--- config.mk ---
export PLATFORM = sky130hd
export DESIGN_NAME = friscv_rv32i_encoder
export DESIGN_NICKNAME = d
export VERILOG_FILES = /design/src/rtl/friscv_rv32i_encoder.sv
export SDC_FILE = /design/constraint.sdc
export NUM_CORES = 1
export LEC_CHECK = 0
export CAP_MARGIN = 15
export CORE_MARGIN = 2
export CORE_UTILIZATION = 54
export DETAILED_ROUTE_END_ITERATION = 8
export PLACE_DENSITY = 0.8
export SETUP_SLACK_MARGIN = 0.02
export SYNTH_ARGS = -nofsm -noshare
export SYNTH_HDL_FRONTEND = slang
export SYNTH_SLANG_ARGS = --single-unit
export TNS_END_PERCENT = 100
--- constraint.sdc ---
create_clock -name aclk -period 2.9 [get_ports aclk]
set_input_delay 0.435 -clock aclk [delete_from_list [all_inputs] [get_ports aclk]]
set_output_delay 0.435 -clock aclk [all_outputs]
set_load 0.005 [all_outputs]
--- src/rtl/friscv_rv32i_encoder.sv ---
// RV32I instruction encoder: turns class + field commands into 32-bit words
// and queues them, with an illegal-command flag, in a small output FIFO.
module friscv_rv32i_encoder #(
  parameter int XLEN  = 32,
  parameter int DEPTH = 4
) (
  input  logic            aclk,
  input  logic            srst,
  input  logic            enc_valid,
  output logic            enc_ready,
  input  logic [3:0]      enc_class,
  input  logic [2:0]      enc_funct3,
  input  logic [6:0]      enc_funct7,
  input  logic [4:0]      enc_rs1,
  input  logic [4:0]      enc_rs2,
  input  logic [4:0]      enc_rd,
  input  logic [XLEN-1:0] enc_imm,
  output logic            inst_valid,
  input  logic            inst_ready,
  output logic [XLEN-1:0] instruction,
  output logic            inst_error,
  output logic [7:0]      err_count
);

  localparam int PW = $clog2(DEPTH);
  localparam int CW = PW + 1;
  localparam logic [CW-1:0] FULL_COUNT = CW'(DEPTH);

  localparam logic [3:0] CLS_LUI    = 4'd0;
  localparam logic [3:0] CLS_AUIPC  = 4'd1;
  localparam logic [3:0] CLS_JAL    = 4'd2;
  localparam logic [3:0] CLS_JALR   = 4'd3;
  localparam logic [3:0] CLS_BRANCH = 4'd4;
  localparam logic [3:0] CLS_LOAD   = 4'd5;
  localparam logic [3:0] CLS_STORE  = 4'd6;
  localparam logic [3:0] CLS_OPIMM  = 4'd7;
  localparam logic [3:0] CLS_OP     = 4'd8;
  localparam logic [3:0] CLS_FENCE  = 4'd9;
  localparam logic [3:0] CLS_FENCEI = 4'd10;
  localparam logic [3:0] CLS_ECALL  = 4'd11;
  localparam logic [3:0] CLS_EBREAK = 4'd12;
  localparam logic [3:0] CLS_CSR    = 4'd13;

  localparam logic [6:0] OPC_LUI    = 7'b0110111;
  localparam logic [6:0] OPC_AUIPC  = 7'b0010111;
  localparam logic [6:0] OPC_JAL    = 7'b1101111;
  localparam logic [6:0] OPC_JALR   = 7'b1100111;
  localparam logic [6:0] OPC_BRANCH = 7'b1100011;
  localparam logic [6:0] OPC_LOAD   = 7'b0000011;
  localparam logic [6:0] OPC_STORE  = 7'b0100011;
  localparam logic [6:0] OPC_OPIMM  = 7'b0010011;
  localparam logic [6:0] OPC_OP     = 7'b0110011;
  localparam logic [6:0] OPC_FENCE  = 7'b0001111;
  localparam logic [6:0] OPC_SYSTEM = 7'b1110011;

  logic [XLEN-1:0] enc_word;
  logic            enc_err;
  logic            fits12, fits13, fits21, is_shift;

  logic [XLEN-1:0] mem_word [DEPTH];
  logic            mem_err  [DEPTH];
  logic [PW-1:0]   wr_ptr, rd_ptr;
  logic [CW-1:0]   count;
  logic            push, pop;

  // A value fits a signed N-bit field when every bit from N-1 upward matches the sign.
  assign fits12   = (&enc_imm[31:11]) | ~(|enc_imm[31:11]);
  assign fits13   = (&enc_imm[31:12]) | ~(|enc_imm[31:12]);
  assign fits21   = (&enc_imm[31:20]) | ~(|enc_imm[31:20]);
  assign is_shift = (enc_funct3 == 3'b001) || (enc_funct3 == 3'b101);

  always_comb begin
    enc_word = '0;
    enc_err  = 1'b0;
    case (enc_class)
      CLS_LUI, CLS_AUIPC: begin
        enc_word = {enc_imm[31:12], enc_rd, (enc_class == CLS_LUI) ? OPC_LUI : OPC_AUIPC};
        enc_err  = |enc_imm[11:0];
      end
      CLS_JAL: begin
        enc_word = {enc_imm[20], enc_imm[10:1], enc_imm[11], enc_imm[19:12], enc_rd, OPC_JAL};
        enc_err  = enc_imm[0] | ~fits21;
      end
      CLS_JALR: begin
        enc_word = {enc_imm[11:0], enc_rs1, 3'b000, enc_rd, OPC_JALR};
        enc_err  = ~fits12;
      end
      CLS_BRANCH: begin
        enc_word = {enc_imm[12], enc_imm[10:5], enc_rs2, enc_rs1, enc_funct3,
                    enc_imm[4:1], enc_imm[11], OPC_BRANCH};
        enc_err  = enc_imm[0] | ~fits13 | (enc_funct3 == 3'b010) | (enc_funct3 == 3'b011);
      end
      CLS_LOAD: begin
        enc_word = {enc_imm[11:0], enc_rs1, enc_funct3, enc_rd, OPC_LOAD};
        enc_err  = ~fits12 | (enc_funct3 == 3'b011) | (enc_funct3[2:1] == 2'b11);
      end
      CLS_STORE: begin
        enc_word = {enc_imm[11:5], enc_rs2, enc_rs1, enc_funct3, enc_imm[4:0], OPC_STORE};
        enc_err  = ~fits12 | (enc_funct3 >= 3'b011);
      end
      CLS_OPIMM: begin
        if (is_shift) begin
          enc_word = {enc_funct7, enc_imm[4:0], enc_rs1, enc_funct3, enc_rd, OPC_OPIMM};
          enc_err  = (|enc_imm[31:5]) |
                     ((enc_funct3 == 3'b001) ? (enc_funct7 != 7'h00)
                                             : ((enc_funct7 != 7'h00) && (enc_funct7 != 7'h20)));
        end else begin
          enc_word = {enc_imm[11:0], enc_rs1, enc_funct3, enc_rd, OPC_OPIMM};
          enc_err  = ~fits12;
        end
      end
      CLS_OP: begin
        enc_word = {enc_funct7, enc_rs2, enc_rs1, enc_funct3, enc_rd, OPC_OP};
        enc_err  = !((enc_funct7 == 7'h00) ||
                     ((enc_funct7 == 7'h20) && ((enc_funct3 == 3'b000) || (enc_funct3 == 3'b101))));
      end
      CLS_FENCE:  enc_word = {enc_imm[11:0], 13'd0, OPC_FENCE};
      CLS_FENCEI: enc_word = 32'h0000100F;
      CLS_ECALL:  enc_word = 32'h00000073;
      CLS_EBREAK: enc_word = 32'h00100073;
      CLS_CSR: begin
        enc_word = {enc_imm[11:0], enc_rs1, enc_funct3, enc_rd, OPC_SYSTEM};
        enc_err  = (enc_funct3 == 3'b000) || (enc_funct3 == 3'b100);
      end
      default: enc_err = 1'b1;
    endcase
    if (enc_err) enc_word = '0;
  end

  assign enc_ready   = (count != FULL_COUNT);
  assign inst_valid  = (count != '0);
  assign push        = enc_valid & enc_ready;
  assign pop         = inst_valid & inst_ready;
  // Gated so a flushed FIFO never exposes stale storage.
  assign instruction = inst_valid ? mem_word[rd_ptr] : '0;
  assign inst_error  = inst_valid & mem_err[rd_ptr];

  always_ff @(posedge aclk) begin
    if (push) begin
      mem_word[wr_ptr] <= enc_word;
      mem_err[wr_ptr]  <= enc_err;
    end
  end

  always_ff @(posedge aclk) begin
    if (srst) begin
      wr_ptr    <= '0;
      rd_ptr    <= '0;
      count     <= '0;
      err_count <= '0;
    end else begin
      if (push) wr_ptr <= wr_ptr + 1'b1;
      if (pop)  rd_ptr <= rd_ptr + 1'b1;
      if (push && !pop)      count <= count + 1'b1;
      else if (pop && !push) count <= count - 1'b1;
      if (push && enc_err && (err_count != 8'hFF)) err_count <= err_count + 8'd1;
    end
  end

endmodule

==> results of run 1 <==
## through the flow
| stage | utilization, % | std cells | setup WS, ps |
|---|---|---|---|
| after floorplan | - | 489 | 454 |
| after global placement | 69.0 | 794 | -329 |
| after detailed placement | 69.0 | 794 | -336 |
| after CTS | 73.9 | 826 | 69.6 |
| after global routing | 74.0 | 827 | 20.3 |
| final | 74.0 | 827 | 97.5 |
## path summary, 6_finish.rpt
path | from | cells after the start | slack (ps) | endpoint
setup / recovery | enc_imm[11] | 9 | 100 | mem_word[1][23]
hold / removal | count[2] | 2 | 500 | count[2]
setup reg to reg | count[0] | 8 | 700 | count[2]
hold reg to reg | count[2] | 2 | 500 | count[2]
## cell type report
type / instances / area, um^2
Clock inverter: 11 / 138
Sequential cell: 145 / 4190
Antenna cell: 1 / 2.50
Clock buffer: 21 / 450
Timing Repair Buffer: 166 / 1530
Tap cell: 168 / 210
Inverter: 12 / 45.0
Multi-Input combinational cell: 303 / 2400
Fill cell: 803 / 3150
## sequential cells by signal (all words and copies together) (netlist names), named ones only
signal and flops:
rd_ptr 2, mem_word 124, err_count 8, count 3
mem_err 4, wr_ptr 2
## cells by family (layout without fill, tap and decap cells)
kind of cell,after synthesis,in the layout,synth area share (%)
and+or+nand+nor,165,165,12.6
xor gates and xnor gates,6,6,0.780
other,0,1,0
muxes,37,37,11.5
AOI/OAI and AO/OA,88,88,9.17
buffers and inverters,41,210,2.45
DFF,145,145,62.1
adders and majority gates,7,7,1.41
## worst min-delay path: stages, from the launching register on
cell and delay [ps]:
dfxtp_1 330, o21ai_0 70, a21oi_1 60
## routing by layer
metal	part of all wire (%)	up-vias
met2	48	283
met4	2.0	0
li1	-	2226
met3	8.6	30
met1	41	2451
met5	0	-
## power breakdown
group | switching (mW) | internal, mW | leakage (nW)
clock network | 0.792 | 1.37 | 0.284
registers | 0.0908 | 2.57 | 1.34
logic | 1.01 | 1.28 | 1.50
total | 1.89 | 5.21 | 3.13
## cell usage in the layout (no fill, tap or decap), types with 7 or more instances in the layout
cell and instances:
and3_1 7, nor2_1 54, a22oi_1 16, mux4_2 32
buf_4 57, a21oi_1 23, edfxtp_1 128, and2_1 34
nand2_1 26, dfxtp_1 16, nand3_1 7, clkdlybuf4s50_1 107
o21ai_0 9, a222oi_1 8, o22ai_1 8, inv_1 11
clkbuf_16 17
==> results.md, run 1 <==
- CP Capture Type: register
- Reg clk slew, reported paths: 60 ps
- Routed WL per cell: 21.1 um
- Ys Warns: 0
- IO Port Bufs: around 110
- Fraction of layout cells with a size suffix above 1: around a fifth
- Post-layout power: 7.11 mW
- Leading cell types by count after synthesis: edfxtp_1, nor2_1, and2_1
- Root buffer cell: clkbuf_16
- Slew Limit Fails: 0
- H-tree levels: 4
- Total negative slack: 0 ps
- Post-synth EDFFs: around 130
- Flop and latch count out of synthesis: around 150
- CP Cell Sequence: clkdlybuf4s50_1, or4_1, o31ai_1, o311a_1, o211ai_2, nor4_4, inv_2, buf_12, a21oi_1
- TritonCTS Sinks: ~150
- Leak Pwr: around 3.1 nW
- Hold slack: around 500 ps
- Routed via count: between 4000 and 5000
- Worst slew margin: between 30% and 40%
- Buf+Inv Stages, Crit Path: 3
- Crit Path Max Fanout: 21
- CP arrival: about 3000 ps
- Slowest CP cell: or4_1
- Initial antenna violation count: 1
- Max VDD drop: 536 uV
- Maximum root-to-sink buffer count: 2
- Max incr delay on CP: 560 ps
- Initial DRT Pass Iterations: 5
- Worst-Margin Slew: 887 ps
- Fin nets: between 700 and 800
- RePlAce Congestion: 1.05
- Synth Instances: around 490
- Critical setup path kind: in -> reg
- # rows: 40
- Starting DRT DRC Count: roughly 480
- CP delay by family, top: compound AO/OA/AOI/OAI gates
- Seq/Total Area, Yosys: 62.1%
- TritonCTS clock tree: yes
- Fin crit period: roughly 2800 ps
- # setup viols final: 0
- Ys async rst share: 0%
- Met3 Usage GRT: just under 6%
- Final WL: 17400 um
- Final period utilization: a little over nine tenths
- Die span in y: ~120 um
- Global-route track usage on met2: a little over two fifths
- Worst Skew: around 6.5 ps
- Count leader, synth: edfxtp_1
- Hold-fix buffers, CTS: 0
- Largest net degree at the start of global routing: 35
- Cell variety after synth: between 50 and 60
- Ys flop type: edfxtp_1
- DIE WIDTH: approximately 120 um
- Synth top area share: 57.0%
- Gr ovfl total: 0
- Num CTS Buffers: 17
- First-pass GRT wire length: 26500 um
- Routed Antenna Nets: 0
- Busiest grt layer: met2
- Die Area: about 13000 um^2
- Placed Area: 8360 um^2
- Unrepaired setup endpoints after global routing: no
- GRT Util Overall: ~27%
- Post-Syn Area: around 6700 um^2
- Syn Nets: 561
- Max-capacitance violation count: 0
- Leading area contributor after synthesis: edfxtp_1
- Resized Gates After CTS: 0
- Syn avg cell area: 13.8 um^2
- Synth-to-layout area growth: 33.0%
- M1 GR Usage: a little under two fifths
- Vias/cell: 6.03
- HP Class: reg -> reg
- Starting Density: between 50 and 60%
- Fin. Hold Viols: 0
- Vias in the first global route: 4885
- Ports: around 110
- CP required: 3090 ps
- Status: finished clean
- Core footprint: between 10000 and 15000 um^2
- DRC: 0
- Top cells by area, synth: edfxtp_1, mux4_2, dfxtp_1, and2_1, nor2_1
- Max Freq: roughly 360 MHz
- PD cells: slightly below 800 nW/um^2
- Crit path launch type: input port
- Hpwl dp: about 12000 um
- Clk Latency, worst-skew pair: 420 ps
- Post-CTS setup buffers: 0
- Post-route design area: roughly 9000 um^2
Power figures use the tool's default switching activity.
==> inputs of run 2 (changes only) <==
--- a/config.mk
+++ b/config.mk
@@ -5,12 +5,13 @@
 export SDC_FILE = /design/constraint.sdc
 export NUM_CORES = 1
 export LEC_CHECK = 0
+export ABC_AREA = 1
 export CAP_MARGIN = 15
 export CORE_MARGIN = 2
 export CORE_UTILIZATION = 54
 export DETAILED_ROUTE_END_ITERATION = 8
 export PLACE_DENSITY = 0.8
-export SETUP_SLACK_MARGIN = 0.02
+export SLEW_MARGIN = 10
 export SYNTH_ARGS = -nofsm -noshare
 export SYNTH_HDL_FRONTEND = slang
 export SYNTH_SLANG_ARGS = --single-unit
==> run 2 against run 1 <==
Non-clock buffer count fell by 35. Final cell count increased by 30%. Hold slack got worse by 11 ps. Clock power about the same. Critical path depth shrank 3. Total power is 1.6% higher. Fmax increased by 3.4%.
==> results.md, run 2 <==
- Max incr delay on CP: ~540 ps
- Final period utilization: 93.5%
- DRC: 0
- Cell variety after synth: 34
- TritonCTS Sinks: 145
- Num CTS Buffers: 17
- Fin nets: 959
- Hold slack: between 400 and 500 ps
- Gr ovfl total: 0
- Starting DRT DRC Count: ~660
- Most frequent cells in the layout: nor2_1, edfxtp_1, nand2_1, clkdlybuf4s50_1, o21ai_0
- Crit path launch type: register
- Largest net degree at the start of global routing: between 60 and 70
- Die Area: between 10000 and 15000 um^2
- Initial DRT Pass Iterations: 5
- CP Capture Type: primary output
- Max Freq: between 300 and 400 MHz
- Die span in y: roughly 120 um
- # rows: between 40 and 50
- Ys Warns: 0
- Core footprint: 12600 um^2
- Antenna Cells: 0
- GRT Util Overall: just under 30%
- Worst Skew: 8.34 ps
- Fin crit period: 2710 ps
- CP arrival: between 2000 and 2500 ps
- IO Port Bufs: 107
- Fin. Hold Viols: 0
- Synth-to-layout area growth: 28.8%
- Clk Latency, worst-skew pair: 420 ps
- Hpwl dp: 13800 um
- Slew Limit Fails: 0
- Pre-CTS setup slack: -73.3 ps
- Syn Nets: between 800 and 900
- Worst slew margin: 57.9%
- Count leader, synth: nor2_1
- Top flop regs: mem_word x124, err_count x8, mem_err x4
- Most flops, register: mem_word
- Vias in the first global route: around 6000
- Leading area contributor after synthesis: edfxtp_1
- Post-route design area: around 9000 um^2
- PD cells: ~800 nW/um^2
- Max-capacitance violation count: 0
- Routed Antenna Nets: 0
- Global-route track usage on met2: between 40% and 50%
- Reg clk slew, reported paths: 60 ps
- Initial antenna violation count: 0
- Busiest grt layer: met2
- Syn avg cell area: slightly above 9 um^2
- Critical setup path kind: reg -> out
- Status: finished clean
- Post-Syn Area: 6980 um^2
- Routed WL per cell: approximately 19 um
- Final Worst Setup Slack: 188 ps
- Fraction of layout cells with a size suffix above 1: around 8%
- Leading cell types by count after synthesis: nor2_1, edfxtp_1, nand2_1
- Seq/Total Area, Yosys: approximately three fifths
- Ys flop type: edfxtp_1
- Final WL: about 20000 um
- RePlAce Congestion: just under 1
- Post-synth EDFFs: around 130
- Number of flip-flops in the largest register: 124
- Most common cell after layout, fill and taps aside: nor2_1
- Top cells by area, synth: edfxtp_1, nor2_1, nand2_1, o21ai_0, dfxtp_1
- Root buffer cell: clkbuf_16
- Leak Pwr: approximately 3.3 nW
- Ys async rst share: 0%
- M1 GR Usage: between 30% and 40%
- Worst min-delay path startpoint: rd_ptr[0]
- CP required: around 2500 ps
- Flop and latch count out of synthesis: 145
- Worst-Margin Slew: roughly 630 ps
- Buf+Inv Stages, Crit Path: 3
- Starting Density: a little under three fifths
- H-tree levels: 4
- Routed via count: roughly 6100
- Synth Instances: around 770
- Slowest CP cell: clkdlybuf4s50_1
- Met3 Usage GRT: 6.01%
- Worst r2r src: count[1]
- Maximum root-to-sink buffer count: 2
- # setup viols final: 0
- Crit Path Max Fanout: 24
- Fill count: around 900
- Hold-fix buffers, CTS: 0
- Synth top area share: a little under three fifths
- Ports: 108
- Max VDD drop: approximately 520 uV
- Total negative slack: 0 ps
- Unrepaired setup endpoints after global routing: no
- Post-layout power: a little over 7 mW
- TritonCTS clock tree: yes
- Vias/cell: about 5.7
- CP delay by family, top: buffers and inverters
- Placed Area: between 8000 and 9000 um^2
- DIE WIDTH: 118 um
- First-pass GRT wire length: about 32000 um
- HP Class: reg -> reg
- CP Cell Sequence: inv_1, buf_4, nor2_1, o21ai_0, a21oi_2, clkdlybuf4s50_1
[run 2: layout make-up]
| cell class | count | area [um^2] | area share [%] |
|---|---|---|---|
| multi-input combinational | 536 | 2470 | 27.5 |
| inverter | 56 | 210 | 2.34 |
| sequential | 145 | 4190 | 46.6 |
| clock buffer | 18 | 429 | 4.77 |
| clock inverter | 13 | 161 | 1.80 |
| tap | 172 | 215 | 2.39 |
| timing repair buffer | 131 | 1310 | 14.6 |
[run 2: kinds of logic after synthesis]
logic type               after synthesis  share of synthesized area (%)
flip-flops                           145                           60.0
AO/OA/AOI/OAI                        163                           12.6
buffers and inverters                 86                           4.84
XOR/XNOR                               6                          0.753
adder cells (fa/ha/maj)                7                           1.36
AND/OR/NAND/NOR                      360                           20.5
[run 2: worst paths after layout]
check,endpoint,slack (ps),depth (start not counted)
worst min-delay path,register,490,1
worst min register to register,register,490,1
worst max register to register,count[2],640,12
worst max-delay path,instruction[7],190,6
[run 2: report_power, final]
group | leakage (nW) | switching, mW | internal (mW) | total, mW
combinational | 1.70 | 1.33 | 1.07 | 2.40
clock | 0.282 | 0.822 | 1.35 | 2.17
sequential | 1.34 | 0.0902 | 2.56 | 2.66
total | 3.32 | 2.24 | 4.98 | 7.22
[run 2: worst reg2reg max path: stages (launching register included)]
cell,delay [ps]
dfxtp_1,400
inv_1,90
nand3_1,140
nand2_1,310
inv_1,150
ha_1,160
inv_1,70
fa_1,390
nor2_1,130
nor2_1,70
nand2_1,80
o21ai_0,80
a21oi_1,130
[run 2: repair_timing]
item,4_1_cts,5_1_grt
setup endpoints to repair,0,1
setup buffers,0,0
gates resized for setup,0,1
[run 2: metrics by stage]
step,instances,util (%)
after floorplan,767,-
after global placement,1040,66.5
after detailed placement,1040,66.5
after CTS,1071,71.2
after global routing,1071,71.2
final,1071,71.2
[run 2: layer usage]
metal	routed length, um	share of wire [%]
met1	8160	40
met4	316	1.6
met5	0	0
met3	1890	9.3
met2	9920	49
